`src/rtl/mem_port_arbiter.sv`:
```
// Arbitrates one single-port memory between the fetch port and the load/store port.
// One transaction in flight; data has priority, bounded by a fetch starvation guard and a timeout.
module mem_port_arbiter #(
  parameter int unsigned ADDR_W          = 32,
  parameter int unsigned DATA_W          = 32,
  parameter int unsigned MAX_DATA_STREAK = 4,
  parameter int unsigned TIMEOUT_CYCLES  = 255
) (
  input  logic                  clk,
  input  logic                  reset,
  input  logic                  if_req,
  input  logic [ADDR_W-1:0]     if_addr,
  output logic                  if_gnt,
  output logic                  if_rvalid,
  output logic [DATA_W-1:0]     if_rdata,
  output logic                  if_err,
  input  logic                  d_req,
  input  logic                  d_we,
  input  logic [ADDR_W-1:0]     d_addr,
  input  logic [DATA_W-1:0]     d_wdata,
  input  logic [DATA_W/8-1:0]   d_be,
  output logic                  d_gnt,
  output logic                  d_rvalid,
  output logic [DATA_W-1:0]     d_rdata,
  output logic                  d_err,
  output logic                  mem_req,
  output logic                  mem_we,
  output logic [ADDR_W-1:0]     mem_addr,
  output logic [DATA_W-1:0]     mem_wdata,
  output logic [DATA_W/8-1:0]   mem_be,
  input  logic                  mem_rvalid,
  input  logic [DATA_W-1:0]     mem_rdata
);

  localparam int unsigned STREAK_W = $clog2(MAX_DATA_STREAK + 1);
  localparam int unsigned TMO_W    = (TIMEOUT_CYCLES > 1) ? $clog2(TIMEOUT_CYCLES) : 1;

  localparam logic [STREAK_W-1:0] StreakMax = STREAK_W'(MAX_DATA_STREAK);
  localparam logic [TMO_W-1:0]    TmoLast   = TMO_W'(TIMEOUT_CYCLES - 1);

  localparam logic [0:0] StIdle = 1'b0;
  localparam logic [0:0] StWait = 1'b1;

  localparam logic OwnIf = 1'b0;
  localparam logic OwnD  = 1'b1;

  logic [0:0]          state_q, state_d;
  logic                owner_q, owner_d;
  logic [STREAK_W-1:0] streak_q, streak_d;
  logic [TMO_W-1:0]    tmo_q, tmo_d;

  logic                resp_valid;
  logic                resp_err;
  logic [DATA_W-1:0]   resp_data;

  always_comb begin
    state_d    = state_q;
    owner_d    = owner_q;
    streak_d   = streak_q;
    tmo_d      = tmo_q;
    if_gnt     = 1'b0;
    d_gnt      = 1'b0;
    mem_req    = 1'b0;
    mem_we     = 1'b0;
    mem_addr   = '0;
    mem_wdata  = '0;
    mem_be     = '0;
    resp_valid = 1'b0;
    resp_err   = 1'b0;
    resp_data  = '0;
    if_rvalid  = 1'b0;
    if_rdata   = '0;
    if_err     = 1'b0;
    d_rvalid   = 1'b0;
    d_rdata    = '0;
    d_err      = 1'b0;

    // Everything is forced quiet while reset is held low.
    if (reset) begin
      case (state_q)
        StIdle: begin
          if (d_req && (!if_req || (streak_q != StreakMax))) begin
            d_gnt     = 1'b1;
            mem_req   = 1'b1;
            mem_we    = d_we;
            mem_addr  = d_addr;
            mem_wdata = d_wdata;
            mem_be    = d_be;
            state_d   = StWait;
            owner_d   = OwnD;
            tmo_d     = '0;
            if (!if_req) begin
              streak_d = '0;
            end else if (streak_q != StreakMax) begin
              streak_d = streak_q + 1'b1;
            end
          end else if (if_req) begin
            if_gnt   = 1'b1;
            mem_req  = 1'b1;
            mem_addr = if_addr;
            mem_be   = '1;
            state_d  = StWait;
            owner_d  = OwnIf;
            tmo_d    = '0;
            streak_d = '0;
          end
        end
        StWait: begin
          if (mem_rvalid) begin
            resp_valid = 1'b1;
            resp_data  = mem_rdata;
            state_d    = StIdle;
          end else if (tmo_q == TmoLast) begin
            resp_valid = 1'b1;
            resp_err   = 1'b1;
            state_d    = StIdle;
          end else begin
            tmo_d = tmo_q + 1'b1;
          end
          if (owner_q == OwnD) begin
            d_rvalid = resp_valid;
            d_rdata  = resp_data;
            d_err    = resp_err;
          end else begin
            if_rvalid = resp_valid;
            if_rdata  = resp_data;
            if_err    = resp_err;
          end
        end
        default: state_d = StIdle;
      endcase
    end
  end

  always_ff @(posedge clk or negedge reset) begin
    if (!reset) begin
      state_q  <= StIdle;
      owner_q  <= OwnIf;
      streak_q <= '0;
      tmo_q    <= '0;
    end else begin
      state_q  <= state_d;
      owner_q  <= owner_d;
      streak_q <= streak_d;
      tmo_q    <= tmo_d;
    end
  end

endmodule

```
`config.mk`:
```
export PLATFORM = sky130hd
export DESIGN_NAME = mem_port_arbiter
export DESIGN_NICKNAME = d
export VERILOG_FILES = /design/src/rtl/mem_port_arbiter.sv
export SDC_FILE = /design/constraint.sdc
export NUM_CORES = 1
export LEC_CHECK = 0
export CAP_MARGIN = 5
export CORE_AREA = 2 2 108 110
export DETAILED_ROUTE_END_ITERATION = 12
export DIE_AREA = 0 0 110 112
export GPL_TIMING_DRIVEN = 0
export PLACE_DENSITY = 0.67
export SLEW_MARGIN = 20
export SYNTH_ARGS = -nofsm -noshare
export SYNTH_HDL_FRONTEND = slang
export SYNTH_SLANG_ARGS = --single-unit
export TNS_END_PERCENT = 30
```
`constraint.sdc`:
```
create_clock -name clk -period 2 [get_ports clk]
set_input_delay 0.5 -clock clk [delete_from_list [all_inputs] [get_ports clk]]
set_output_delay 0.5 -clock clk [all_outputs]
set_load 0.005 [all_outputs]
```
Word-level counts from Yosys, hierarchy flattened
Index checks and enable logic that the tools add are counted.
- ROM bits: 0
- logic and storage cells: 80
- bits in writable memories: 0
- register bits: 13
- bits in latches: 0
- memories kept: 0
- output and inout port bits: 140
- equality and inequality tests: 6
- div/mod/pow operators: 0
- mux-type cells: 60
- add/sub/neg operators: 2
- reductions and logical operators: 7
- bitwise operators: 1
- $lt $le $gt $ge: 0
- multiply operators: 0
- shift-type cells: 0
- operators by type and width (kind ; count):
    32-bit two-way mux ; 14
    1-bit two-way mux ; 32
    8-bit two-way mux ; 4
    4-bit two-way mux ; 4
    8-bit one-hot mux with 2 select lines ; 1
    3-bit two-way mux ; 4
    3-bit != test (second input constant) ; 3
    8-bit by 1-bit adder with 8-bit output (second input constant) ; 1
    8-bit equality test (second input constant) ; 1
    4-bit AND reduction ; 2
    2-bit != test (second input constant) ; 2
    3-bit by 1-bit adder with 3-bit output (second input constant) ; 1
    3-bit AND reduction ; 1
    1-bit one-hot mux with 2 select lines ; 1
    2-bit nonzero test ; 1
    1-bit logical AND ; 1
    1-bit logical NOT ; 1
    1-bit logical OR ; 1
    1-bit NOT ; 1

Logic depth before layout (Yosys ltp)
Gate-level depths: netlist (run 1).
- word-level depth: 6
- depth in mapped cells: 6
- gate-level depth less buffers: 6

Worst setup path before layout (run 1)
OpenSTA, ideal clock, no wires.
- path kind: flip-flop to output port
- from: register streak_q[0]
- to: output port mem_addr[26]
- path buffers: 1
- slack: 0.123 ns
- arrival: 1.377 ns
- stages on the path, launching flop included: 7
- data required time: 1.500 ns
- cell sequence: dfrtp_1 > inv_1 > ha_1 > nand2_1 > a21oi_4 > buf_2 > a22o_1
- word-level cells in the longest chain between the ends: 6
- RTL lines (element ; line ; RTL):
    start, declared ; 49 ; logic [STREAK_W-1:0] streak_q, streak_d;
    start signal, assigned ; 144 ; streak_q <= streak_d;
    3-bit != test ; 82 ; if (d_req && (!if_req || (streak_q != StreakMax))) begin
    1-bit logical OR ; 82 ;
    1-bit logical AND ; 82 ;
    32-bit two-way mux ; 82 ;
    32-bit two-way mux ; 80 ; case (state_q)
    32-bit two-way mux ; 79 ; if (reset) begin
    end, declared ; 28 ; output logic [ADDR_W-1:0] mem_addr,
Every way passes these cells.

Final worst setup path (run 1)
- from: register state_q
- to: output port mem_addr[27]
- word-level cells in the longest chain between the ends: 2
- RTL lines (element ; line ; RTL):
    start, declared ; 47 ; logic [0:0] state_q, state_d;
    start signal, assigned ; 137 ; state_q <= StIdle;
    start signal, assigned ; 142 ; state_q <= state_d;
    32-bit two-way mux ; 80 ;
    32-bit two-way mux ; 79 ;
Every way passes these cells.

==> flow_summary.ini, run 1 <==
[floorplanning]
die_w_um = 110
rows = 39
design.core.area_um2 = 11200
ioPinCount = 278
start_util_pct = 15.6
die-height_um = 112
dieArea_um2 = 12300

[global_routing]
grt_overflow = 0
grt_first_pass_wirelength_mm = 17.2
antenna_found_initial = 0
grt_max_degree = 20
gr-usage-all-layers_pct = 17.8
grtUsageMet3_pct = 2.75
grt_pass1_vias = 3127
grt_busiest_layer = met2
met1_usage_pct = 21.8
grt_use_met2_pct = 32.7

[run_status]
status = complete, but fails checks
violations = setup timing

[placement]
post-place-cells = 689
routabilityCongestion = 0.906
hpwlAfterDp_mm = 9.14
dp_slack_ns = -1.77
port_buffers = 276

[drt]
via_per_inst = 4.39
dr.pass1.iters = 4
final_antenna_net_count = 0
drcViolationCount = 0
avgRoutedWirePerCell_um = 16.7
drt_iter0_markers = 125
num_vias = 3217
drt_wl_total_mm = 12.2

[sta]
rsz0062_at_grt = true
setup_violations = 111
fin_worst_skew_ns = 0.00196
relSlewSlack_pct = 77.9
worstMarginPinSlew_ns = 0.328
max_freq_mhz = 425
finalCritPeriodShare_pct = 118
slew_violations = 0
final-hold-violation-count = 0
min_period_ns = 2.35
setup_ws_ns = -0.350
setup_tns_ns = -25.32

[finish]
seqCellArea_um2 = 327
finalNonFillerCells = 732
num-fill-cells = 1077
diodes = 0
final_common_cell = clkdlybuf4s50_1
multi_input_comb_area_um2 = 1400
final_cell_mix = clkdlybuf4s50_1, nor2_1, buf_2
layout.nets = 732
synthToLayoutAreaGrowth_pct = 201
drive_gt1_share_pct = 29.0

[logic_synthesis]
ys_ff_latch = 13
synth_top_area_share_pct = 18.6
syn-mean-instance-area_um2 = 6.47
netlist_area_um2 = 1750
synthesis.instances = 270
yosysWarnings = 0
ys_types = 30
synth_area_leaders = dfrtp_1, a22o_1, nor2_1
syn_nets = 412
yosysTopAreaCell = dfrtp_1
yosysSeqAreaShare_pct = 18.6

[worst_setup_path]
cp.required_ns = 1.50
cp-end-kind = output pin
critPathKind = register to output pin
worstPathMaxFanout = 5
arrival_ns = 1.85
startpoint_type = register

[cts]
root_buffer = clkbuf_16
cts_hold_buf = 0
cts.clk_slew.worst_paths_ns = 0.05
cts-buffers-inserted = 3
clockBufferDepth = 2
clkLatencyLatePin_ns = 0.24
cts_sinks = 13
cts_tree = built
cts_max_level = 1

[power_and_ir_drop]
p_total_mw = 2.10
p_leak_nw = 2.84
power_density_nw_per_um2 = 399
ir_drop_uv = 371

[worst_hold_path]
holdCritPathClass = input port to asynchronous set/reset pin

[job]
max_cap_violations = 0
## power by group
group	internal, mW	leakage [nW]	switching, mW
Combinational	0.794	2.63	0.508
Clock	0.266	0.0409	0.114
Sequential	0.333	0.167	0.0801
Total	1.39	2.84	0.702
## cell usage after synthesis
master	number
a31oi_1	1
dfrtp_1	13
a41oi_2	1
ha_1	4
o2bb2ai_1	3
a21oi_4	1
or2_1	1
nor3_1	4
a21oi_1	3
a31oi_4	1
o22ai_1	1
o22a_1	1
nand3b_1	3
nand2_1	39
nor2b_1	1
clkbuf_1	12
mux2i_1	1
o21ai_0	8
and2_1	33
buf_2	9
nand4_1	4
and4_1	1
nor3b_1	2
nand3_1	4
nor2b_2	1
nor2_1	70
o221ai_1	1
a21o_1	6
a22o_1	32
inv_1	9
## path summary, 6_finish.rpt
check | cells past startpoint | endpoint | slack [ns] | start
hold reg to reg | 1 | tmo_q[5] | 0.52 | tmo_q[5]
max in group asynchronous | 1 | tmo_q[4] | 1.79 | reset
min in group clk | 1 | tmo_q[5] | 0.52 | tmo_q[5]
setup reg to reg | 6 | tmo_q[6] | 0.41 | state_q
setup / recovery | 10 | mem_addr[27] | -0.35 | state_q
hold / removal | 1 | tmo_q[3] | 0.06 | reset
## registers in the layout, summed over array words and instances (netlist names)
signal and cells:
owner_q 1, streak_q 3, state_q 1, tmo_q 8
## cells by family (layout without fill, tap and decap cells)
kind of cell | count (synthesis) | in the layout | share of synthesized area [%]
AO/OA/AOI/OAI | 59 | 59 | 28.1
buffers and inverters | 30 | 349 | 7.09
multiplexers | 1 | 1 | 0.573
adder cells (fa/ha/maj) | 4 | 4 | 2.86
AND/OR/NAND/NOR | 163 | 163 | 42.8
flip-flops | 13 | 13 | 18.6
## area by class of cell
type,count,share of cell area [%]
plain buffers,19,4.40
clock buffers,3,1.43
clock inverters,1,0.0952
inverters,9,0.643
multi-input cells,227,26.7
flip-flops and latches,13,6.21
well taps,143,3.40
repair buffers,317,57.2
## routing by layer
metal	vias to the layer above	share of wire (%)
li1	1555	-
met1	1518	39
met2	125	52
met3	19	6.7
met4	0	1.7
met5	-	0
## what timing repair did
item                                    4_1_cts  5_1_grt
endpoints found under the setup margin      153      137
pin swaps                                    34       24
setup buffers                                31        5
cloned                                        7        2
resized for setup                           418       67
## worst max-delay path, stage by stage (launching register included)
cell and delay, ns:
dfrtp_1 0.37, buf_6 0.14, nor2b_4 0.14, nand2_2 0.08
a31oi_4 0.18, buf_6 0.16, buf_6 0.10, buf_6 0.11
buf_6 0.08, a22o_1 0.12, buf_2 0.12
## stage by stage
step           utilization [%]  instance area [um2]  hold WS [ns]
4_1_cts                   46.8                 5230        0.0640
6_report                  47.0                 5260        0.0597
5_1_grt                   47.0                 5260        0.0649
2_1_floorplan                -                 1750         0.204
3_3_place_gp              42.0                 4690         0.487
3_5_place_dp              42.0                 4690         0.504
Note: power is estimated with default switching activity, not from simulation.
==> run 2: changes to the inputs <==
--- a/config.mk
+++ b/config.mk
@@ -7,6 +7,8 @@
 export LEC_CHECK = 0
 export CAP_MARGIN = 5
 export CORE_AREA = 2 2 108 110
+export CTS_BUF_LIST = sky130_fd_sc_hd__clkbuf_16
+export CTS_CLUSTER_SIZE = 20
 export DETAILED_ROUTE_END_ITERATION = 12
 export DIE_AREA = 0 0 110 112
 export GPL_TIMING_DRIVEN = 0
==> results of run 2 <==
Final layout, timing and power as in run 1 (identical DEF).
==> run 3: changes to the inputs <==
--- a/config.mk
+++ b/config.mk
@@ -8,12 +8,12 @@
 export CAP_MARGIN = 5
 export CORE_AREA = 2 2 108 110
 export CTS_BUF_LIST = sky130_fd_sc_hd__clkbuf_16
-export CTS_CLUSTER_SIZE = 20
+export CTS_CLUSTER_SIZE = 40
 export DETAILED_ROUTE_END_ITERATION = 12
 export DIE_AREA = 0 0 110 112
 export GPL_TIMING_DRIVEN = 0
 export PLACE_DENSITY = 0.67
-export SLEW_MARGIN = 20
+export SLEW_MARGIN = 25
 export SYNTH_ARGS = -nofsm -noshare
 export SYNTH_HDL_FRONTEND = slang
 export SYNTH_SLANG_ARGS = --single-unit
==> results of run 3 <==
Final layout, timing and power as in run 1 (identical DEF).
